==> src/rtl/inst_issue_seq.sv <==
// Instruction issue sequencer: streams a small writable program memory to a
// downstream decoder under a valid/ready handshake, one run per start request.
module inst_issue_seq #(
  parameter int unsigned NUM_INSTR  = 4,
  parameter logic [16:0] NOP_OPCODE = 17'd0
) (
  input  logic        clk,
  input  logic        rst,
  input  logic        start,
  input  logic        ready,
  input  logic        prog_we,
  input  logic [1:0]  prog_addr,
  input  logic [16:0] prog_data,
  output logic [16:0] opcode,
  output logic [1:0]  pc_count,
  output logic        valid,
  output logic        busy,
  output logic        done
);

  localparam int unsigned OPW   = 17;
  localparam int unsigned PCW   = 2;
  localparam int unsigned DEPTH = 4;
  localparam logic [PCW-1:0] LAST_PC = PCW'(NUM_INSTR - 1);

  typedef enum logic [1:0] {
    IDLE  = 2'd0,
    ISSUE = 2'd1,
    DONE  = 2'd2
  } state_e;

  state_e           state_q, state_d;
  logic [PCW-1:0]   pc_q, pc_d;
  logic [OPW-1:0]   opcode_q, opcode_d;
  logic             valid_q, valid_d;
  logic             busy_q, busy_d;
  logic             done_q, done_d;
  logic [OPW-1:0]   mem_q [DEPTH];
  logic             mem_we_c;

  // Program memory is only writable while no run is in flight.
  assign mem_we_c = prog_we && (state_q != ISSUE);

  always_ff @(posedge clk or posedge rst) begin
    if (rst) begin
      mem_q[0] <= 17'd5;
      mem_q[1] <= 17'd6;
      mem_q[2] <= 17'd7;
      mem_q[3] <= 17'd4;
    end else if (mem_we_c) begin
      mem_q[prog_addr] <= prog_data;
    end
  end

  always_ff @(posedge clk or posedge rst) begin
    if (rst) begin
      state_q  <= IDLE;
      pc_q     <= '0;
      opcode_q <= NOP_OPCODE;
      valid_q  <= 1'b0;
      busy_q   <= 1'b0;
      done_q   <= 1'b0;
    end else begin
      state_q  <= state_d;
      pc_q     <= pc_d;
      opcode_q <= opcode_d;
      valid_q  <= valid_d;
      busy_q   <= busy_d;
      done_q   <= done_d;
    end
  end

  // Next-state logic; every output register holds unless a transition fires.
  always_comb begin
    state_d  = state_q;
    pc_d     = pc_q;
    opcode_d = opcode_q;
    valid_d  = valid_q;
    busy_d   = busy_q;
    done_d   = done_q;
    unique case (state_q)
      IDLE, DONE: begin
        if (start) begin
          state_d  = ISSUE;
          pc_d     = '0;
          opcode_d = mem_q[0];
          valid_d  = 1'b1;
          busy_d   = 1'b1;
          done_d   = 1'b0;
        end
      end
      ISSUE: begin
        if (valid_q && ready) begin
          if (pc_q == LAST_PC) begin
            state_d  = DONE;
            valid_d  = 1'b0;
            opcode_d = NOP_OPCODE;
            busy_d   = 1'b0;
            done_d   = 1'b1;
          end else begin
            pc_d     = pc_q + 2'd1;
            opcode_d = mem_q[pc_q + 2'd1];
          end
        end
      end
      default: begin
        state_d  = IDLE;
        pc_d     = '0;
        opcode_d = NOP_OPCODE;
        valid_d  = 1'b0;
        busy_d   = 1'b0;
        done_d   = 1'b0;
      end
    endcase
  end

  assign opcode   = opcode_q;
  assign pc_count = pc_q;
  assign valid    = valid_q;
  assign busy     = busy_q;
  assign done     = done_q;

endmodule

==> config.mk <==
export PLATFORM = sky130hd
export DESIGN_NAME = inst_issue_seq
export DESIGN_NICKNAME = d
export VERILOG_FILES = /design/src/rtl/inst_issue_seq.sv
export SDC_FILE = /design/constraint.sdc
export NUM_CORES = 1
export LEC_CHECK = 0
export ABC_AREA = 1
export ABC_CLOCK_PERIOD_IN_PS = 3300
export CAP_MARGIN = 20
export CORE_MARGIN = 2
export CORE_UTILIZATION = 45
export CTS_CLUSTER_DIAMETER = 40
export CTS_CLUSTER_SIZE = 30
export DETAILED_ROUTE_END_ITERATION = 10
export DONT_BUFFER_PORTS = 1
export PLACE_DENSITY = 0.6
export SLEW_MARGIN = 20
export SYNTH_ARGS = -nofsm -noshare
export SYNTH_HDL_FRONTEND = slang
export SYNTH_SLANG_ARGS = --single-unit
==> constraint.sdc <==
create_clock -name clk -period 3.3 [get_ports clk]
set_clock_uncertainty 0.05 [all_clocks]
set_input_delay 0.495 -clock clk [delete_from_list [all_inputs] [get_ports clk]]
set_output_delay 0.495 -clock clk [all_outputs]
set_load 0.02 [all_outputs]
==> metrics.txt, run 1 <==
status completed; final cell count without fillers between 700 and 800; worst-path fanout max 19; Clock transition at path regs about 0.09 ns; setup_tns 0 ns; Max Cap Viol 0; final setup vio count 0; family with the most delay on the worst path buffers and inverters; # port buffers 0; Synth cell types 19; core outline area 10200 um2; Pwr Total approximately 5 mW; Max-Slew Margin vs Limit between 40 and 50%; Fmax achieved a little over 500 MHz; DRT iter0 DRCs roughly 210; clk buf depth 2; Vias/cell 4.82; worst-path cell chain ha_1 -> buf_4 -> inv_2 -> nand3_1 -> nand2_1 -> nand2_1 -> nand2_1 -> nand2_1 -> nand2_1; die height 106 um; Congestion Overflow GR 0; minimum clock period 1.98 ns; CP max stage cell dfrtp_1; drc violations 0; slowest stage delay, CP about 0.48 ns; routability cong. between 0.7 and 0.8; critical path arrival between 2 and 2.5 ns; htree depth 3; Post-Syn Area per Cell roughly 7.8 um2; Reg area roughly 2300 um2; cell mode on critical path nand2_1; Power Density around 1000 nW/um2; initial antenna violation count 0; Die Area between 10000 and 15000 um2; crit path capture type flop; Syn. warnings 0; worst min path class primary input to async pin; final wirelength 10100 um; CTS Sinks 90; postcts setup bufs 0; Mapped Nets slightly above 600; largest net degree at the start of global routing 46; leak pwr around 2.7 nW; placed cell areas ~4600 um2; fin crit share 60.0%; critical path type flop to flop; share of post-route cells with drive strength above 1 about 12%; gr usage total 19.9%; row count 37; cell total after placement approximately 710; Final #Nets a little over 600; sequential share of the synthesized area between 40 and 50%; I/O pins 46; cts repair resizes 0; Syn Std Cell Area 4650 um2; Fillers between 1000 and 1500; Buf+Inv Stages, Crit Path 2; DRT antenna net count 0; first-pass GRT wire length around 17000 um; Die X 106 um; unrepaired setup endpoints after global routing no; Worst Tran Pin Value 0.819 ns; CTS tree yes; Post-CTS Hold Fix Bufs 0; Skew-Pair Late Insertion Delay about 0.37 ns; Routed WL per cell 14.0 um; diodes inserted 0; Synth area leader dfrtp_1; largest vdd supply drop around 0.00042 V; P&R area growth vs syn 3.85%; top-area cell type share of the netlist area between 40% and 50%; design area between 4000 and 5000 um2; HPWL Detailed ~6500 um; drt pass-1 iters 5; vias roughly 3500; Post-Syn Instances a little under 600; Max Slew Vio Count 0; FF+latch count, synth 90; Multi-input gate area approximately 1800 um2; root buf cell clkbuf_8; Critical Path Source Type flop; top cells by area, synth dfrtp_1 (44%), nand2_1 (21%), inv_1 (7.3%); Final Hold Violating Endpoints 0; vias in the first global route between 3000 and 4000; Required @ worst endpoint ~3.6 ns; CTS buffer count 9; starting density of the core a little under half
[Yosys cell counts]
| cell | instances |
|---|---|
| ha_1 | 1 |
| o21ai_1 | 39 |
| nand2_4 | 1 |
| clkbuf_1 | 1 |
| dfstp_2 | 8 |
| inv_1 | 91 |
| nand2_1 | 263 |
| buf_2 | 12 |
| nand3_4 | 4 |
| nand2_2 | 1 |
| or2_2 | 1 |
| o21ai_2 | 31 |
| dfrtp_1 | 82 |
| nor2_2 | 1 |
| buf_4 | 3 |
| nor2_8 | 2 |
| buf_6 | 13 |
| inv_2 | 5 |
| nand3_1 | 38 |
[metrics by stage]
| stage | util [%] | hold slack (ns) | setup WS [ns] |
|---|---|---|---|
| 3_3_place_gp | 45.4 | 0.413 | 1.34 |
| 2_1_floorplan | - | 0.401 | 0.433 |
| 4_1_cts | 47.4 | 0.0994 | 1.30 |
| 3_5_place_dp | 45.4 | 0.417 | 1.34 |
| 5_1_grt | 47.4 | 0.141 | 1.13 |
| 6_report | 47.4 | 0.0706 | 1.32 |
[sequential cells by signal (all words and copies together) (netlist names)]
name and count:
busy 1, done 1, mem_q 68, opcode 17, pc_count 2, state_q 1
[where the power goes]
group,switching [mW],internal (mW)
clock,0.392,0.426
combinational,1.39,0.727
sequential,0.439,1.66
[cell families (layout without fill, tap and decap cells)]
kind of cell,Yosys count,in the layout,synth area share (%)
AO/OA/AOI/OAI,70,70,10.0
adder cells (fa/ha/maj),1,1,0.269
buffers and inverters,125,116,12.7
flip-flops,90,90,48.6
AND/OR/NAND/NOR,311,311,28.3
[cell usage in the layout, fill, tap and decap left out, drive strengths merged]
cell,netlist,final
clkbuf,1,11
inv,96,95
dfstp,8,8
o21ai,70,70
or2,1,1
clkinv,0,4
ha,1,1
buf,28,4
bufinv,0,2
nand2,265,265
nand3,42,42
dfrtp,82,82
nor2,3,3
[worst paths after layout]
| check | end | cells after the start | slack, ns | startpoint |
|---|---|---|---|---|
| worst max-delay path | opcode[12]$_DFFE_PP0P_ | 9 | 1.32 | pc_count[1]$_DFFE_PP0P_ |
| worst min-delay path | mem_q[60]$_DFFE_PP0P_ | 1 | 0.07 | rst |
| worst max register to register | opcode[12]$_DFFE_PP0P_ | 9 | 1.32 | pc_count[1]$_DFFE_PP0P_ |
| worst min register to register | mem_q[36]$_DFFE_PP1P_ | 2 | 0.43 | mem_q[36]$_DFFE_PP1P_ |
| max in group asynchronous | opcode[3]$_DFFE_PP0P_ | 2 | 2.30 | rst |
| min in group clk | mem_q[12]$_DFFE_PP0P_ | 2 | 0.29 | prog_data[12] |
[per-layer routing]
layer / global-route usage [%] / up-vias / routed length [um]
li1: - / 1785 / -
met1: 30.7 / 1603 / 5510
met2: 27.4 / 90 / 3970
met3: 4.39 / 11 / 523
met4: 6.48 / 0 / 145
met5: 0 / - / 0
[layout make-up]
class,instances,area share [%]
Inverter,96,7.49
Multi-Input combinational cell,382,37.2
Timing Repair Buffer,4,0.622
Sequential cell,90,46.8
Clock buffer,11,2.72
Tap cell,136,3.52
Clock inverter,5,1.63
(Power assumes the default switching activity.)
==> run 2: changes to the inputs <==
--- a/config.mk
+++ b/config.mk
@@ -6,7 +6,7 @@
 export NUM_CORES = 1
 export LEC_CHECK = 0
 export ABC_AREA = 1
-export ABC_CLOCK_PERIOD_IN_PS = 3300
+export ABC_CLOCK_PERIOD_IN_PS = 1600
 export CAP_MARGIN = 20
 export CORE_MARGIN = 2
 export CORE_UTILIZATION = 45
@@ -14,7 +14,7 @@
 export CTS_CLUSTER_SIZE = 30
 export DETAILED_ROUTE_END_ITERATION = 10
 export DONT_BUFFER_PORTS = 1
-export PLACE_DENSITY = 0.6
+export PLACE_DENSITY = 0.62
 export SLEW_MARGIN = 20
 export SYNTH_ARGS = -nofsm -noshare
 export SYNTH_HDL_FRONTEND = slang
==> constraint.sdc (replaced) <==
create_clock -name clk -period 1.6 [get_ports clk]
set_clock_uncertainty 0.05 [all_clocks]
set_input_delay 0.24 -clock clk [delete_from_list [all_inputs] [get_ports clk]]
set_output_delay 0.24 -clock clk [all_outputs]
set_load 0.02 [all_outputs]
==> run 2 against run 1 <==
Effect of this change: combinational power increased by 130%; non-clock buffer count increased by 17; die area unchanged; hold slack got worse by 0.022 ns; worst setup slack got worse by 1.2 ns; critical endpoint is now opcode[2]$_DFFE_PP0P_; largest cell class unchanged; highest routed layer unchanged.
==> metrics.txt, run 2 (same netlist as run 1, synthesis figures left out) <==
Multi-input gate area 1800 um2 (unchanged); crit path capture type flop; diodes inserted 0 (unchanged); unrepaired setup endpoints after global routing yes; reg2reg start pc_count[0]$_DFFE_PP0P_; worst-path fanout max 10 (-9); crit path launch pc_count[0]$_DFFE_PP0P_; critical path type flop to flop; Final #Nets 625 (+2.8%); Max-Slew Margin vs Limit 79.5% (+34 points); worst min path class primary input to flop; Max Cap Viol 0 (unchanged); CTS tree yes; starting density of the core 45.7% (unchanged); Final Hold Violating Endpoints 0 (unchanged); Die Area 11200 um2 (unchanged); Congestion Overflow GR 0 (unchanged); CTS buffer count 9 (unchanged); I/O pins 46 (unchanged); routability cong. 0.774 (-0.87%); Most flops, register mem_q; htree depth 3 (unchanged); Reg area 2260 um2 (+0.11%); Pwr Total 10.7 mW (+110%); first-pass GRT wire length 17500 um (+1.9%); clk buf depth 2 (unchanged); commonest non-fill, non-tap cell in the layout nand2_1; HPWL Detailed 6720 um (+3.8%); core outline area 10200 um2 (unchanged); minimum clock period 1.52 ns (-0.459 ns); drt pass-1 iters 7 (+2); CTS Sinks 90 (unchanged); Finished Core Util 49.8% (+2.4 points); die height 106 um (unchanged); Vias/cell 4.75 (-1.4%); initial antenna violation count 0 (unchanged); Clock transition at path regs 0.09 ns (about the same); Power Density 2100 nW/um2 (+100%); Routed WL per cell 13.7 um (-2.3%); setup_tns 0 ns (unchanged); row count 37 (unchanged); leak pwr 2.77 nW (+4.4%); vias in the first global route 3456 (+5.5%); most frequent cells in the layout nand2_1 (263), inv_1 (90), dfrtp_1 (80); Required @ worst endpoint 1.85 ns (-1.71 ns); Skew-Pair Late Insertion Delay 0.35 ns (-0.02 ns); gr usage total 19.8% (-0.063 points); largest net degree at the start of global routing 44 (-4.3%); root buf cell clkbuf_8; DRT iter0 DRCs 193 (-7.2%); # port buffers 0 (unchanged); vias 3522 (+0.95%); fin crit share 95.0% (+35 points); Fmax achieved 658 MHz (+30%); hold path start prog_data[12]; Die X 106 um (unchanged); DRT antenna net count 0 (unchanged); Critical Path Source Type flop; P&R area growth vs syn 9.04%; critical path arrival 1.77 ns (-0.47 ns); status completed; drc violations 0 (unchanged); Worst Tran Pin Value 0.307 ns (-0.512 ns); Fillers 1040 (+0.78%); share of post-route cells with drive strength above 1 14.9% (+2.5 points); final wirelength 10100 um (about the same); final setup vio count 0 (unchanged); Largest register FFs 68 (unchanged); largest vdd supply drop 0.000765 V (+83%); Max Slew Vio Count 0 (unchanged)
[run 2: changes by cell type in the layout (fill, tap and decap cells not counted), moves of 2 or more]
cell | before | now
buf_12 | 0 | 9
buf_4 | 4 | 10
clkbuf_8 | 9 | 11
clkinv_2 | 3 | 1
dfrtp_1 | 82 | 80
dfrtp_2 | 0 | 2
[run 2: worst max-delay path, cell delays in order (launching register included)]
cell and delay (ns):
dfrtp_2 0.43, ha_1 0.34, inv_2 0.12, buf_12 0.13
nand3_1 0.09, nand2_1 0.08, nand2_1 0.05, nand2_1 0.07
nand2_1 0.05, nand2_1 0.06
[run 2: where the power goes]
group          leakage (nW)  total, mW  internal, mW  switching (mW)
clock                 0.101       1.56         0.809           0.755
combinational          1.56       4.78          1.86            2.92
sequential             1.11       4.32          3.43           0.885
total                  2.77       10.7          6.10            4.56
[run 2: final timing paths]
check / end / slack [ns] / cells after the start
worst min register to register: mem_q[18]$_DFFE_PP1P_ / 0.43 / 2
worst max-delay path: opcode[2]$_DFFE_PP0P_ / 0.08 / 9
max in group asynchronous: mem_q[12]$_DFFE_PP0P_ / 0.78 / 3
min in group asynchronous: mem_q[56]$_DFFE_PP0P_ / 0.39 / 3
worst min-delay path: mem_q[12]$_DFFE_PP0P_ / 0.05 / 2
worst max register to register: opcode[2]$_DFFE_PP0P_ / 0.08 / 9
[run 2: timing repair]
item                                    CTS  global route
buffers inserted                          0             0
endpoints found under the setup margin    0            12
endpoints found under the hold margin    82             0
resized for setup                         0             3
hold buffers                              1             0
[run 2: routing by layer]
metal | wire (um) | part of all wire (%) | up-vias | GRT usage [%]
met5 | 0 | 0 | - | 0
met4 | 96 | 0.95 | 0 | 5.08
met3 | 524 | 5.2 | 6 | 4.08
met2 | 4260 | 42 | 87 | 28.6
met1 | 5260 | 52 | 1619 | 30.3
li1 | - | - | 1810 | -
[run 2: final cells by class]
type / count / area share, %
clock buffers: 14 / 3.21
inverters: 96 / 7.23
repair buffers: 21 / 5.45
multi-input cells: 382 / 35.4
well taps: 136 / 3.35
flip-flops and latches: 90 / 44.6
clock inverters: 2 / 0.691
[run 2: metrics by stage]
step,worst slack (ns),instances,hold WS [ns],area (um2)
after floorplan,0.0203,597,0.354,4660
after global placement,0.0940,724,0.153,4860
after detailed placement,0.0674,724,0.147,4860
after CTS,0.0574,741,0.0363,5070
after global routing,-0.0179,741,0.0545,5070
final,0.0797,741,0.0487,5070
==> run 3: changes to the inputs <==
--- a/config.mk
+++ b/config.mk
@@ -8,6 +8,7 @@
 export ABC_AREA = 1
 export ABC_CLOCK_PERIOD_IN_PS = 1600
 export CAP_MARGIN = 20
+export CORE_ASPECT_RATIO = 1.1
 export CORE_MARGIN = 2
 export CORE_UTILIZATION = 45
 export CTS_CLUSTER_DIAMETER = 40
==> run 3 against run 2 <==
Effect of this change: sequential share of layout area shrank 0.94 points; cell area increased by 2.1%; register-to-register slack gained 0.08 ns; flip-flop and latch count unchanged; die area barely moved; worst setup slack better by 0.081 ns.
==> metrics.txt, run 3 (same netlist as run 1, synthesis figures left out) <==
Fmax achieved 695 MHz (+5.6%); pre-CTS setup slack 0.0934 ns (+0.0260 ns); routability cong. 0.786 (+1.6%); Die Area 11200 um2 (about the same); status completed; Fillers 993 (-4.5%); PnR worst setup slack 0.161 ns (+0.0812 ns); minimum clock period 1.44 ns (-0.0812 ns); hold slack final 0.0374 ns (-0.0114 ns); final cell count without fillers 728 (-1.8%); capturing point of the worst reg2reg path opcode[12]$_DFFE_PP0P_; unrepaired setup endpoints after global routing no; largest vdd supply drop 0.000757 V (-1.1%); Most flops, register mem_q; initial antenna violation count 0 (unchanged); Final #Nets 628 (+0.48%); HPWL Detailed 6720 um (about the same); Max Slew Vio Count 0 (unchanged); # port buffers 0 (unchanged); Worst Tran Pin Value 0.470 ns (+0.163 ns); P&R area growth vs syn 11.4%; Congestion Overflow GR 0 (unchanged); die height 111 um (+4.7%); worst-path cell chain ha_4 -> inv_2 -> buf_4 -> nand3_1 -> nand2_1 -> nand2_1 -> nand2_1 -> nand2_1 -> nand2_1; Power Density 2160 nW/um2 (+2.8%); clk buf depth 2 (unchanged); largest net degree at the start of global routing 42 (-4.5%); Cells on Worst Hold Path 2 (unchanged); Clock transition at path regs 0.09 ns (about the same); most frequent cells in the layout nand2_1 (263), inv_1 (90), dfrtp_1 (80); cell mode on critical path nand2_1; Required @ worst endpoint 1.81 ns (-0.04 ns); crit path launch pc_count[0]$_DFFE_PP0P_; final setup vio count 0 (unchanged); critical path type flop to flop; share of post-route cells with drive strength above 1 15.6% (+0.75 points); I/O pins 46 (unchanged); CTS buffer count 9 (unchanged); vias in the first global route 3508 (+1.5%); slowest stage delay, CP 0.45 ns (+0.02 ns); core outline area 9980 um2 (-2.0%); drc violations 0 (unchanged); DRT iter0 DRCs 223 (+16%); Final Hold Violating Endpoints 0 (unchanged); placed cell areas 4820 um2 (-0.72%); Critical Path Source Type flop; design area 5180 um2 (+2.1%); Max-Slew Margin vs Limit 68.6% (-11 points); leak pwr 2.82 nW (+1.7%); setup_tns 0 ns (unchanged); hold endpoint mem_q[51]$_DFFE_PP1P_; hold path start prog_data[0]; Pwr Total 11.2 mW (+5.0%); commonest non-fill, non-tap cell in the layout nand2_1; drt pass-1 iters 5 (-2); htree depth 3 (unchanged); crit path capture type flop; Routed WL per cell 14.8 um (+8.1%); Max Cap Viol 0 (unchanged); starting density of the core 46.6% (+0.92 points); cell total after placement 706 (-2.5%); diodes inserted 0 (unchanged); Finished Core Util 51.9% (+2.1 points); fin crit share 89.9% (-5.1 points); Vias/cell 4.97 (+4.6%); final wirelength 10800 um (+6.2%); Die X 101 um (-4.5%); gr usage total 20.1% (+0.32 points); worst min path class primary input to flop; root buf cell clkbuf_8; vias 3618 (+2.7%); worst-path fanout max 3 (-7); Skew-Pair Late Insertion Delay 0.36 ns (about the same); reg2reg start pc_count[0]$_DFFE_PP0P_; CP max stage cell dfrtp_2; Largest register FFs 68 (unchanged); Reg2Reg Setup Slack 0.16 ns (+0.08 ns); reg2reg path depth 9 (unchanged); row count 38 (+2.7%); DRT antenna net count 0 (unchanged); first-pass GRT wire length 17700 um (+1.1%); CTS tree yes; critical path arrival 1.65 ns (-0.12 ns); CTS Sinks 90 (unchanged)
## run 3: area by class of cell
| class | count | area, um2 | share of cell area, % |
|---|---|---|---|
| timing repair buffer | 24 | 340 | 6.57 |
| multi-input combinational | 382 | 1810 | 34.9 |
| inverter | 96 | 369 | 7.12 |
| clock buffer | 13 | 180 | 3.48 |
| tap | 120 | 150 | 2.90 |
| sequential | 90 | 2260 | 43.7 |
| clock inverter | 3 | 67.6 | 1.30 |
## run 3: power breakdown
part           switching (mW)  internal (mW)  leakage [nW]
clock network           0.808           1.06         0.121
registers               0.902           3.43          1.11
logic                    3.00           1.99          1.59
total                    4.71           6.49          2.82
## run 3: worst max-delay path by stage
stage / to / cells past startpoint
after floorplan: opcode[9]$_DFFE_PP0P_ / 10
after global placement: opcode[12]$_DFFE_PP0P_ / 8
after detailed placement: done$_DFFE_PP0P_ / 8
after CTS: opcode[12]$_DFFE_PP0P_ / 8
after global routing: opcode[3]$_DFFE_PP0P_ / 9
final: opcode[12]$_DFFE_PP0P_ / 9
## run 3: repair_timing
action	4_1_cts	5_1_grt
gates resized for setup	0	6
setup buffers	0	2
endpoints found under the setup margin	0	12
hold buffers	2	0
endpoints found under the hold margin	20	0
## run 3: worst max-delay path, delay by kind of cell, from the launching register on
| family | cells | cell delay (ns) |
|---|---|---|
| flip-flops | 1 | 0.45 |
| AND/OR/NAND/NOR | 6 | 0.35 |
| adder cells (fa/ha/maj) | 1 | 0.29 |
| buffers and inverters | 2 | 0.20 |
## run 3: metal layers
| metal | track usage [%] | share of wire (%) |
|---|---|---|
| met1 | 29.1 | 49 |
| met3 | 4.37 | 6.3 |
| met4 | 8.02 | 1.5 |
| met2 | 29.3 | 43 |
| met5 | 0 | 0 |
